[src/rtl/jk_bank_sched_pkg.sv]
// ============================================================================
// Module   : jk_bank_sched_pkg
// Brief    : Shared types and the op-to-JK decode for the JK bank scheduler.
// Revision : 1.0
// ============================================================================
`default_nettype none

package jk_bank_sched_pkg;

    typedef enum logic [1:0] {
        OP_HOLD   = 2'b00,
        OP_RESET  = 2'b01,
        OP_SET    = 2'b10,
        OP_TOGGLE = 2'b11
    } op_e;

    typedef enum logic [1:0] {
        ST_IDLE  = 2'd0,
        ST_APPLY = 2'd1,
        ST_RESP  = 2'd2
    } state_e;

    // Returns {j,k} for one bit whose mask is set.
    function automatic logic [1:0] op_to_jk(input op_e op);
        logic [1:0] jk;
        case (op)
            OP_HOLD:   jk = 2'b00;
            OP_RESET:  jk = 2'b01;
            OP_SET:    jk = 2'b10;
            OP_TOGGLE: jk = 2'b11;
            default:   jk = 2'b00;
        endcase
        return jk;
    endfunction

endpackage

`default_nettype wire

[src/rtl/jk_bank.sv]
// ============================================================================
// Module   : jk_bank
// Brief    : W independent rising-edge JK flip-flops with async active-low reset.
// Revision : 1.0
// ============================================================================
`default_nettype none

module jk_bank #(
    parameter int W = 8
) (
    input  logic         clk,
    input  logic         rst_n,
    input  logic [W-1:0] j,
    input  logic [W-1:0] k,
    output logic [W-1:0] q
);

    always_ff @(posedge clk or negedge rst_n) begin
        if (!rst_n) begin
            q <= '0;
        end else begin
            q <= (j & ~q) | (~k & q);
        end
    end

endmodule

`default_nettype wire

[src/rtl/jk_bank_sched.sv]
// ============================================================================
// Module   : jk_bank_sched
// Brief    : Arbitrates NREQ JK commands onto one shared JK bank, 3 cycles each.
//            Define JK_BANK_SCHED_FIXED_PRI_EN for lowest-index-wins priority
//            instead of round-robin.
// Revision : 1.0
// ============================================================================
`default_nettype none

module jk_bank_sched
    import jk_bank_sched_pkg::*;
#(
    parameter int NREQ = 4,
    parameter int W    = 8
) (
    input  logic                     clk,
    input  logic                     rst_n,
    input  logic [NREQ-1:0]          req_valid,
    output logic [NREQ-1:0]          req_ready,
    input  logic [2*NREQ-1:0]        req_op,
    input  logic [W*NREQ-1:0]        req_mask,
    output logic [W-1:0]             j_out,
    output logic [W-1:0]             k_out,
    output logic [W-1:0]             q,
    output logic                     resp_valid,
    output logic [$clog2(NREQ)-1:0]  resp_id,
    output logic [W-1:0]             resp_q
);

    localparam int IDW = $clog2(NREQ);

    state_e          r_state;
    state_e          w_state_nxt;
    op_e             r_op;
    logic [W-1:0]    r_mask;
    logic [IDW-1:0]  r_id;

    logic            w_found;
    logic            w_hs;
    logic [IDW-1:0]  w_gnt;
    logic [1:0]      w_sel_op;
    logic [W-1:0]    w_sel_mask;
    logic [NREQ-1:0] w_upper;
    logic [1:0]      w_jk;

    // w_upper marks requesters at or above the search start.
`ifdef JK_BANK_SCHED_FIXED_PRI_EN
    assign w_upper = '1;
`else
    logic [IDW-1:0] r_ptr;

    for (genvar gi = 0; gi < NREQ; gi++) begin : g_upper
        assign w_upper[gi] = (r_ptr <= IDW'(gi));
    end

    always_ff @(posedge clk or negedge rst_n) begin
        if (!rst_n) begin
            r_ptr <= '0;
        end else if (w_hs) begin
            r_ptr <= (w_gnt == IDW'(NREQ - 1)) ? '0 : w_gnt + IDW'(1);
        end
    end
`endif

    // Wrap-around search: lowest valid index overall, overridden by the
    // lowest valid index at or above the start point if one exists.
    always_comb begin
        w_found    = |req_valid;
        w_gnt      = '0;
        w_sel_op   = '0;
        w_sel_mask = '0;
        for (int j = NREQ - 1; j >= 0; j--) begin
            if (req_valid[j]) begin
                w_gnt      = IDW'(j);
                w_sel_op   = req_op[2*j +: 2];
                w_sel_mask = req_mask[W*j +: W];
            end
        end
        for (int j = NREQ - 1; j >= 0; j--) begin
            if (req_valid[j] && w_upper[j]) begin
                w_gnt      = IDW'(j);
                w_sel_op   = req_op[2*j +: 2];
                w_sel_mask = req_mask[W*j +: W];
            end
        end
    end

    assign w_hs = (r_state == ST_IDLE) && w_found;
    assign w_jk = op_to_jk(r_op);

    always_ff @(posedge clk or negedge rst_n) begin
        if (!rst_n) begin
            r_state <= ST_IDLE;
        end else begin
            r_state <= w_state_nxt;
        end
    end

    always_ff @(posedge clk or negedge rst_n) begin
        if (!rst_n) begin
            r_op   <= OP_HOLD;
            r_mask <= '0;
            r_id   <= '0;
        end else if (w_hs) begin
            r_op   <= op_e'(w_sel_op);
            r_mask <= w_sel_mask;
            r_id   <= w_gnt;
        end
    end

    always_comb begin
        w_state_nxt = r_state;
        req_ready   = '0;
        j_out       = '0;
        k_out       = '0;
        resp_valid  = 1'b0;
        resp_id     = '0;
        resp_q      = '0;
        case (r_state)
            ST_IDLE: begin
                if (w_found) begin
                    req_ready   = NREQ'(1) << w_gnt;
                    w_state_nxt = ST_APPLY;
                end
            end
            ST_APPLY: begin
                j_out       = r_mask & {W{w_jk[1]}};
                k_out       = r_mask & {W{w_jk[0]}};
                w_state_nxt = ST_RESP;
            end
            ST_RESP: begin
                resp_valid  = 1'b1;
                resp_id     = r_id;
                resp_q      = q;
                w_state_nxt = ST_IDLE;
            end
            default: w_state_nxt = ST_IDLE;
        endcase
    end

    jk_bank #(
        .W (W)
    ) u_bank (
        .clk   (clk),
        .rst_n (rst_n),
        .j     (j_out),
        .k     (k_out),
        .q     (q)
    );

endmodule

`default_nettype wire

[config.mk]
export PLATFORM = sky130hd
export DESIGN_NAME = jk_bank_sched
export DESIGN_NICKNAME = d
export VERILOG_FILES = /design/src/rtl/jk_bank_sched_pkg.sv /design/src/rtl/jk_bank.sv /design/src/rtl/jk_bank_sched.sv
export SDC_FILE = /design/constraint.sdc
export NUM_CORES = 1
export LEC_CHECK = 0
export CORE_AREA = 2 2 78 80
export DETAILED_ROUTE_END_ITERATION = 8
export DIE_AREA = 0 0 80 82
export DONT_BUFFER_PORTS = 1
export RECOVER_POWER = 50
export SYNTH_ARGS = -nofsm -noshare
export SYNTH_HDL_FRONTEND = slang
export SYNTH_SLANG_ARGS = --single-unit
[constraint.sdc]
create_clock -name clk -period 1.65 [get_ports clk]
set_input_delay 0.2475 -clock clk [delete_from_list [all_inputs] [get_ports clk]]
set_output_delay 0.2475 -clock clk [all_outputs]
set_load 0.02 [all_outputs]
After elaboration in Yosys (flattened, before gate mapping). Cells that the tools add are included.

Add/sub/neg operators: 1. Order comparisons: 4. Mux-type cells: 35. Shifts and indexed selects: 1. Reduce and logical (&&, ||, !) cells: 8. Bitwise operators: 7. Equality and inequality tests: 7.

Operators by type and width (count): $mux W8 (11); $mux W2 (19); $and A8 B8 Y8 (4); $not A8 Y8 (2); $eq A2 B2 Y1 const B (4); $mux W4 (2); $or A8 B8 Y8 (1); $pmux W2 S4 (1); $logic_and A1 B1 Y1 (5); $eq A2 B1 Y1 const B (2); $le A2 B1 Y1 const B (2); $le A2 B2 Y1 const B (2); $logic_not A2 Y1 (2); $pmux W2 S2 (1); $reduce_or A4 Y1 (1); $shl A1 B2 Y4 const A (1); $add A2 B1 Y2 const B (1); $ne A2 B2 Y1 const B (1); $mux W1 (1).

Word-level logic and storage cells: 69. Input port bits: 46. Output and inout bits: 39. Flip-flop bits (word level): 24.

Logic depth before layout (Yosys ltp). Gate-level depths: netlist (run 1).

Word-level depth: 11. Depth in mapped cells: 9. Mapped depth without buffers: 7.

Cells and area by module. Synthesis (run 1) repeated with hierarchy kept, for this count alone.

Cell total of the unflattened synthesis: 254. Area, all modules: 2094.5 um^2.

Modules (own cells, without submodules): jk_bank_sched (seq. area each 400.4 um^2, area an instance 1784.2 um^2, times used 1, cells each 230); jk_bank (seq. area each 200.2 um^2, area an instance 310.3 um^2, times used 1, cells each 24).

Worst setup path after synthesis (run 1). Ideal clock, no wire load.

Path type: reg-to-output. Start point: register r_ptr[1]. End point: output port req_ready[0]. Setup slack: -0.173 ns. Path buffers: 2. Cell stages (with the launch flop): 9. Required time: 1.402 ns. Arrival time: 1.576 ns. Path through: dfrtp_1 > buf_6 > buf_2 > nand3_1 > a21oi_1 > a211oi_1 > inv_1 > ha_1 > and2_1.

Word-level cells in the longest chain between the ends: 9. Elaborated cells on any way between the ends: 15. Those cells by class: 4 x order compare; 1 x shift; 6 x mux; 4 x reduce/logical.

Ends and longest elaborated chain: start: declaration (RTL line jk_bank_sched.sv:50) `logic [IDW-1:0] r_ptr;`; start signal: assignment (RTL line jk_bank_sched.sv:60) `r_ptr <= (w_gnt == IDW'(NREQ - 1)) ? '0 : w_gnt + IDW'(1);`; $le A2 B2 Y1 (RTL line jk_bank_sched.sv:53) `assign w_upper[gi] = (r_ptr <= IDW'(gi));`; $logic_and A1 B1 Y1 (RTL line jk_bank_sched.sv:80) `if (req_valid[j] && w_upper[j]) begin`; $mux W2 (3 in a row) (RTL line jk_bank_sched.sv:80); $mux W2 (*) (RTL line jk_bank_sched.sv:80); via w_gnt[1] (RTL line jk_bank_sched.sv:40) `logic [IDW-1:0] w_gnt;`; $shl A1 B2 Y4 (*) (RTL line jk_bank_sched.sv:122) `req_ready = NREQ'(1) << w_gnt;`; $mux W4 (*) (RTL line jk_bank_sched.sv:121) `if (w_found) begin`; $mux W4 (*) (RTL line jk_bank_sched.sv:119) `case (r_state)`; end: declaration (RTL line jk_bank_sched.sv:19) `output logic [NREQ-1:0] req_ready,`.

The timed path passes the listed nets; every way through them passes the cells marked *.

Final worst setup path (run 1).
Start point: register r_ptr[1]. End point: output port req_ready[3].

The elaborated chain is that of the path after synthesis.

==> metrics.csv, run 1 <==
stage;metric;value;unit
timing;maxSlewHeadroom;45.7;%
routing;wl_per_cell;19.6;um
timing;setup_viol;31;
grt;grt_overflow_total;0;
critical_path;startpoint_type;flop;
pwr;internal-power;2.16;mW
logic_synthesis;synth-simple-area-share;24.5;%
clock_network;clockBufferDepth;2;
final_layout;design_area;2240;um2
critical_path;criticalPathCategory;flop to output pin;
pwr;seqPwrFrac;32.7;%
clock_network;clockRootBuffer;clkbuf_8;
routing;wl;5870;um
grt;grt_use_total;18.8;%
logic_synthesis;synthMuxAreaShare;6.19;%
clock_network;numCtsBuffers;3;
die;dieArea;6560;um2
place;post-place-ws;-0.0718;ns
timing;fin_skew;0.00204;ns
final_layout;n_antenna_cell;0;
pwr;combPwrFrac;54.3;%
logic_synthesis;synth_area_per_cell;8.83;um2
timing;max_freq;0.521;GHz
place;globalplace.congestion;0.798;
logic_synthesis;synth_cell_types;34;
outcome;violations;setup timing;
critical_path;worstPathCellList;a21bo_1 > a221o_1 > inv_2 > ha_2 > and2_4;
final_layout;n_fill_cell;580;
timing;drv_slew;0;
place;dp_cells;292;
grt;grt_max_degree;27;
timing;rsz0062_at_grt;yes;
pwr;ir_worst_vdd;0.707;mV
pwr;p_leak;0.922;nW
place;numPortBuffers;0;
clock_network;insertion_delay;0.27;ns
place;placed_area;2080;um2
clock_network;clkTransAtPathRegs;0.09;ns
final_layout;final_cells;300;
logic_synthesis;yosys_warnings;0;
routing;drtIter0Drc;51;
job;max_cap_violations;0;
final_layout;nets;276;
timing;holdWs;0.179;ns
logic_synthesis;synth_top_family_by_area;compound AO/OA/AOI/OAI gates;
final_layout;drive_above_1_share;28.4;%
die;start_util;34.1;%
timing;finalHoldViolations;0;
logic_synthesis;ys_ff_latch;24;
logic_synthesis;synth_xor_area_share;0;%
routing;viasPerCell;5.79;
place;hpwlAfterDp;4150;um
routing;ant_nets;0;
grt;grt_pass1_wl;9410;um
logic_synthesis;syn_area;1960;um2
routing;drc;0;
grt;grt_pass1_vias;1850;
pwr;sw_frac_of_total;46.9;%
die;rows;28;
pwr;p_switching;1.91;mW
critical_path;critPathSlowestCell;dfrtp_2;
routing;vias;1737;
die;die_w;80;um
logic_synthesis;synthAdderAreaFrac;2.55;%
critical_path;required;1.40;ns
critical_path;cp-end-kind;output pin;
final_layout;areaGrowthSynthToFinish;14.3;%
critical_path;cp_max_fo;6;
min_path;hp-class;primary input to flop;
logic_synthesis;synth_cells;222;
logic_synthesis;synth-compound-area-share;27.9;%
timing;setup_slack;-0.268;ns
timing;min_period;1.92;ns
clock_network;cts_tree;done;
outcome;status;finished, violations left;
logic_synthesis;seq_area_frac_synth;30.7;%
grt;grt_antenna_before_repair;0;
die;core;5750;um2
timing;finalCritPeriodShare;116;%
timing;worstMarginPinSlew;0.812;ns
pwr;clkPwrFrac;13.0;%
logic_synthesis;synth_nets;272;
critical_path;cp.arrival;1.67;ns
clock_network;cts_sinks;24;
pwr;cellPowerDensity;1820;nW/um2
clock_network;cts.htree.levels;1;
die;ios;85;
critical_path;max_stage_delay;0.45;ns
routing;drt-pass1-iter-count;4;
die;die_h;82;um
[final timing paths]
path,end,cells past startpoint,slack [ns],startpoint
max,req_ready[3],5,-0.27,r_ptr[1]$_DFFE_PN0P_
min,r_mask[7]$_DFFE_PN0P_,2,0.18,req_mask[23]
max reg2reg,r_mask[2]$_DFFE_PN0P_,5,-0.16,r_state[0]$_DFFE_PN0P_
min reg2reg,r_id[0]$_DFFE_PN0P_,1,0.50,r_id[0]$_DFFE_PN0P_
max in group asynchronous,r_ptr[1]$_DFFE_PN0P_,2,0.68,rst_n
min in group asynchronous,r_mask[2]$_DFFE_PN0P_,2,0.53,rst_n
[power by group through the flow]
stage | clock, mW | sequential [mW] | combinational, mW
floorplan | 0 | 1.21 | 1.79
global placement | 0 | 1.33 | 2.05
detailed placement | 0 | 1.34 | 2.08
CTS | 0.546 | 1.33 | 2.14
global route | 0.576 | 1.40 | 2.45
finish | 0.528 | 1.33 | 2.21
[worst max-delay path, delay by kind of cell, from the launching register on]
| family | cells | cell delay, ns |
|---|---|---|
| adders and majority gates | 1 | 0.15 |
| buffers and inverters | 1 | 0.09 |
| DFF | 1 | 0.45 |
| AOI/OAI and AO/OA | 2 | 0.55 |
| and+or+nand+nor | 1 | 0.16 |
[area by class of cell]
cell class              count  area (um2)  area share [%]
flip-flops and latches     24         603            26.9
multi-input cells         164        1270            56.8
well taps                  75        93.8            4.19
inverters                  16        65.1            2.91
clock buffers               3        41.3            1.84
repair buffers             17         134            5.98
clock inverters             1        30.0            1.34
[per-layer routing]
layer / up-vias / wire length [um] / global-route usage (%)
met5: - / 0 / 0
met4: 0 / 34 / 6.78
met3: 2 / 591 / 5.71
li1: 840 / - / -
met1: 819 / 2520 / 23.8
met2: 76 / 2730 / 30.2
[Yosys cell counts (all sizes together)]
library cell	number	share of area, %
a221o	11	5.6
nor4	1	0.32
o21ai	22	5.6
nand2	3	0.57
clkbuf	12	2.3
dfrtp	24	31
clkinv	1	0.45
inv	15	2.9
nor3b	11	4.2
a21o	1	0.38
nor2b	3	0.96
ha	4	2.6
and3	16	5.1
a41oi	10	5.6
nand4bb	4	2.3
or4bb	6	3.4
or3b	1	0.45
mux2i	11	5.6
o211ai	10	3.8
nor2	9	1.7
a211oi	1	0.38
buf	6	2.6
a21oi	21	5.9
a21bo	1	0.51
nand3	1	0.26
or3	1	0.32
and2	15	4.8
mux2	1	0.57
[stage by stage]
step | util, % | TNS [ns] | power, mW
CTS | 38.3 | -1.13 | 4.01
detailed placement | 36.2 | -0.160 | 3.42
global placement | 36.2 | -0.0184 | 3.39
finish | 39.0 | -4.37 | 4.07
global route | 39.0 | -9.80 | 4.43
floorplan | - | -0.290 | 3.01
[kinds of logic after synthesis]
| family | after synthesis |
|---|---|
| AOI/OAI and AO/OA | 77 |
| and+or+nand+nor | 71 |
| buffers and inverters | 34 |
| DFF | 24 |
| muxes | 12 |
| adders and majority gates | 4 |
[what timing repair did]
action                                 in CTS  in global routing
endpoints found under the hold margin      24                  0
buffers inserted                            0                  2
hold buffers                                2                  0
cloned                                      0                  0
pin swaps                                   2                  2
gates resized for setup                     7                 31
setup endpoints to repair                   6                 40
[registers in the layout (all words and copies together), names as in the netlist]
register / cells
u_bank.q: 8
r_ptr: 2
r_state: 2
r_id: 2
r_op: 2
r_mask: 8
[placed cells by master (no fill, tap or decap), drive strengths merged, types with 3 or more instances in the layout]
| cell | synthesis | routed |
|---|---|---|
| a21oi | 21 | 21 |
| a221o | 11 | 11 |
| a41oi | 10 | 10 |
| and2 | 15 | 15 |
| and3 | 16 | 16 |
| buf | 6 | 13 |
| clkbuf | 12 | 6 |
| dfrtp | 24 | 24 |
| ha | 4 | 4 |
| inv | 15 | 15 |
| mux2i | 11 | 11 |
| nand2 | 3 | 3 |
| nand4bb | 4 | 4 |
| nor2 | 9 | 9 |
| nor2b | 3 | 3 |
| nor3b | 11 | 11 |
| o211ai | 10 | 10 |
| o21ai | 22 | 22 |
| or4bb | 6 | 6 |
Note: power is estimated with default switching activity, not from simulation.
==> run 2: changes to the inputs <==
--- a/config.mk
+++ b/config.mk
@@ -5,9 +5,9 @@
 export SDC_FILE = /design/constraint.sdc
 export NUM_CORES = 1
 export LEC_CHECK = 0
-export CORE_AREA = 2 2 78 80
+export CORE_AREA = 2 2 84 86
 export DETAILED_ROUTE_END_ITERATION = 8
-export DIE_AREA = 0 0 80 82
+export DIE_AREA = 0 0 86 88
 export DONT_BUFFER_PORTS = 1
 export RECOVER_POWER = 50
 export SYNTH_ARGS = -nofsm -noshare
==> metrics.csv, run 2 (synthesis results as in run 1) <==
stage;metric;value;unit
outcome;status;finished, violations left;
outcome;violations;setup timing;
critical_path;worstPathCellList;a21bo_1 > a221o_1 > inv_2 > ha_2 > and2_4;
routing;ant_nets;0;
die;start_util;29.5;%
critical_path;max_stage_delay;0.47;ns
timing;setup_viol;10;
min_path;hp-class;primary input to flop;
final_layout;areaGrowthSynthToFinish;16.3;%
pwr;p_leak;0.953;nW
clock_network;cts_sinks;24;
critical_path;cp_max_fo;6;
routing;vias;1779;
routing;drtIter0Drc;72;
timing;setup_slack;-0.298;ns
routing;viasPerCell;5.72;
critical_path;critPathSlowestCell;dfrtp_2;
place;post-place-ws;-0.0591;ns
die;ios;85;
place;numPortBuffers;0;
final_layout;multiInputGateArea;1250;um2
clock_network;clkTransAtPathRegs;0.10;ns
die;die_w;86;um
critical_path;cp_num_buf_inv;1;
die;die_h;88;um
place;dp_cells;300;
critical_path;path_delay_family;compound AO/OA/AOI/OAI gates;
die;core;6640;um2
grt;grt_overflow_total;0;
grt;grt_antenna_before_repair;0;
critical_path;startpoint;r_ptr[1]$_DFFE_PN0P_;
critical_path;cp.arrival;1.70;ns
job;max_cap_violations;0;
final_layout;drive_above_1_share;20.9;%
place;globalplace.congestion;0.800;
grt;grt_pass1_vias;1881;
clock_network;insertion_delay;0.27;ns
timing;drv_slew;0;
critical_path;required;1.40;ns
place;hpwlAfterDp;4580;um
timing;min_period;1.95;ns
grt;grt_max_degree;27;
critical_path;r2r_end;r_mask[3]$_DFFE_PN0P_;
clock_network;cts.htree.levels;1;
critical_path;r2r-start;r_state[0]$_DFFE_PN0P_;
timing;fin_skew;0.00440;ns
clock_network;clockRootBuffer;clkbuf_8;
pwr;total_power;4.16;mW
grt;grt_use_total;15.9;%
critical_path;rrSetupSlack;-0.03;ns
final_layout;n_fill_cell;672;
timing;maxSlewHeadroom;48.5;%
routing;drc;0;
final_layout;nets;281;
grt;grt_pass1_wl;9420;um
routing;wl_per_cell;20.0;um
pwr;cellPowerDensity;1830;nW/um2
timing;worstMarginPinSlew;0.771;ns
routing;wl;6230;um
timing;max_freq;0.513;GHz
final_layout;layout_common_cells;dfrtp_1, a21oi_1, o21ai_0, and3_1, buf_4;
critical_path;criticalPathCategory;flop to output pin;
critical_path;cp-end-kind;output pin;
routing;drt-pass1-iter-count;4;
final_layout;final_cells;311;
final_layout;top_regs;r_mask (8), u_bank.q (8);
timing;finalCritPeriodShare;118;%
critical_path;cp.depth;5;
timing;rsz0062_at_grt;yes;
critical_path;r2r_cells;5;
pwr;ir_worst_vdd;0.545;mV
clock_network;cts_tree;done;
clock_network;clockBufferDepth;2;
critical_path;endpoint;req_ready[1];
clock_network;numCtsBuffers;3;
die;rows;30;
die;dieArea;7570;um2
timing;finalHoldViolations;0;
final_layout;final_common_cell;dfrtp_1;
final_layout;final-seq-area;603;um2
critical_path;startpoint_type;flop;
-- run 2: changes by cell type in the layout (fill, tap and decap cells not counted), moves of 3 or more --
cell,previous run,this run
and2_1,2,11
and2_2,9,0
and3_1,0,15
and3_2,16,0
buf_4,12,15
buf_6,0,3
-- run 2: cell type report --
class | count | area share, %
multi-input cells | 164 | 54.9
flip-flops and latches | 24 | 26.5
repair buffers | 22 | 8.18
well taps | 80 | 4.39
inverters | 16 | 2.86
clock buffers | 3 | 1.81
clock inverters | 1 | 1.32
diodes | 1 | 0.110
-- run 2: worst register-to-register path, cell delays in order, from the launching register on --
cell and delay (ns):
dfrtp_1 0.40, or3_1 0.51, clkinv_4 0.12, buf_4 0.22, mux2i_1 0.25, a41oi_2 0.05
-- run 2: metrics by stage --
| stage | setup TNS [ns] | hold slack, ns | area (um2) | util [%] |
|---|---|---|---|---|
| after CTS | -1.12 | 0.173 | 2220 | 33.4 |
| after global routing | -2.99 | 0.181 | 2280 | 34.3 |
| final | -1.19 | 0.173 | 2280 | 34.3 |
| after global placement | 0 | -0.0475 | 2110 | 31.8 |
| after detailed placement | -0.120 | -0.0475 | 2110 | 31.8 |
| after floorplan | -0.290 | -0.0481 | 1980 | - |
-- run 2: worst min path at each step --
stage / start / slack [ns] / cells after the start / end
5_1_grt: req_mask[16] / 0.18 / 2 / r_mask[0]$_DFFE_PN0P_
4_1_cts: req_mask[23] / 0.17 / 2 / r_mask[7]$_DFFE_PN0P_
3_5_place_dp: rst_n / -0.05 / 0 / u_bank.q[5]$_DFF_PN0_
2_1_floorplan: rst_n / -0.05 / 0 / r_id[0]$_DFFE_PN0P_
6_report: req_mask[23] / 0.17 / 2 / r_mask[7]$_DFFE_PN0P_
3_3_place_gp: rst_n / -0.05 / 0 / u_bank.q[5]$_DFF_PN0_
-- run 2: where the power goes --
part | leakage [nW] | switching [mW] | total (mW) | internal [mW]
clock | 0.0357 | 0.208 | 0.532 | 0.324
sequential | 0.275 | 0.457 | 1.36 | 0.900
combinational | 0.643 | 1.29 | 2.28 | 0.981
-- run 2: timing repair --
| item | in CTS | in global routing |
|---|---|---|
| resized for setup | 2 | 18 |
| hold endpoints to repair | 24 | 0 |
| cloned | 0 | 0 |
| setup buffers | 0 | 4 |
| endpoints found under the setup margin | 4 | 27 |
| pin swaps | 3 | 5 |
| hold buffers | 2 | 0 |
-- run 2: routing by layer --
layer	up-vias	routed length [um]	global-route usage, %
met3	12	656	5.84
li1	849	-	-
met4	0	163	5.92
met1	835	2530	18.9
met5	-	0	0
met2	83	2880	26.3
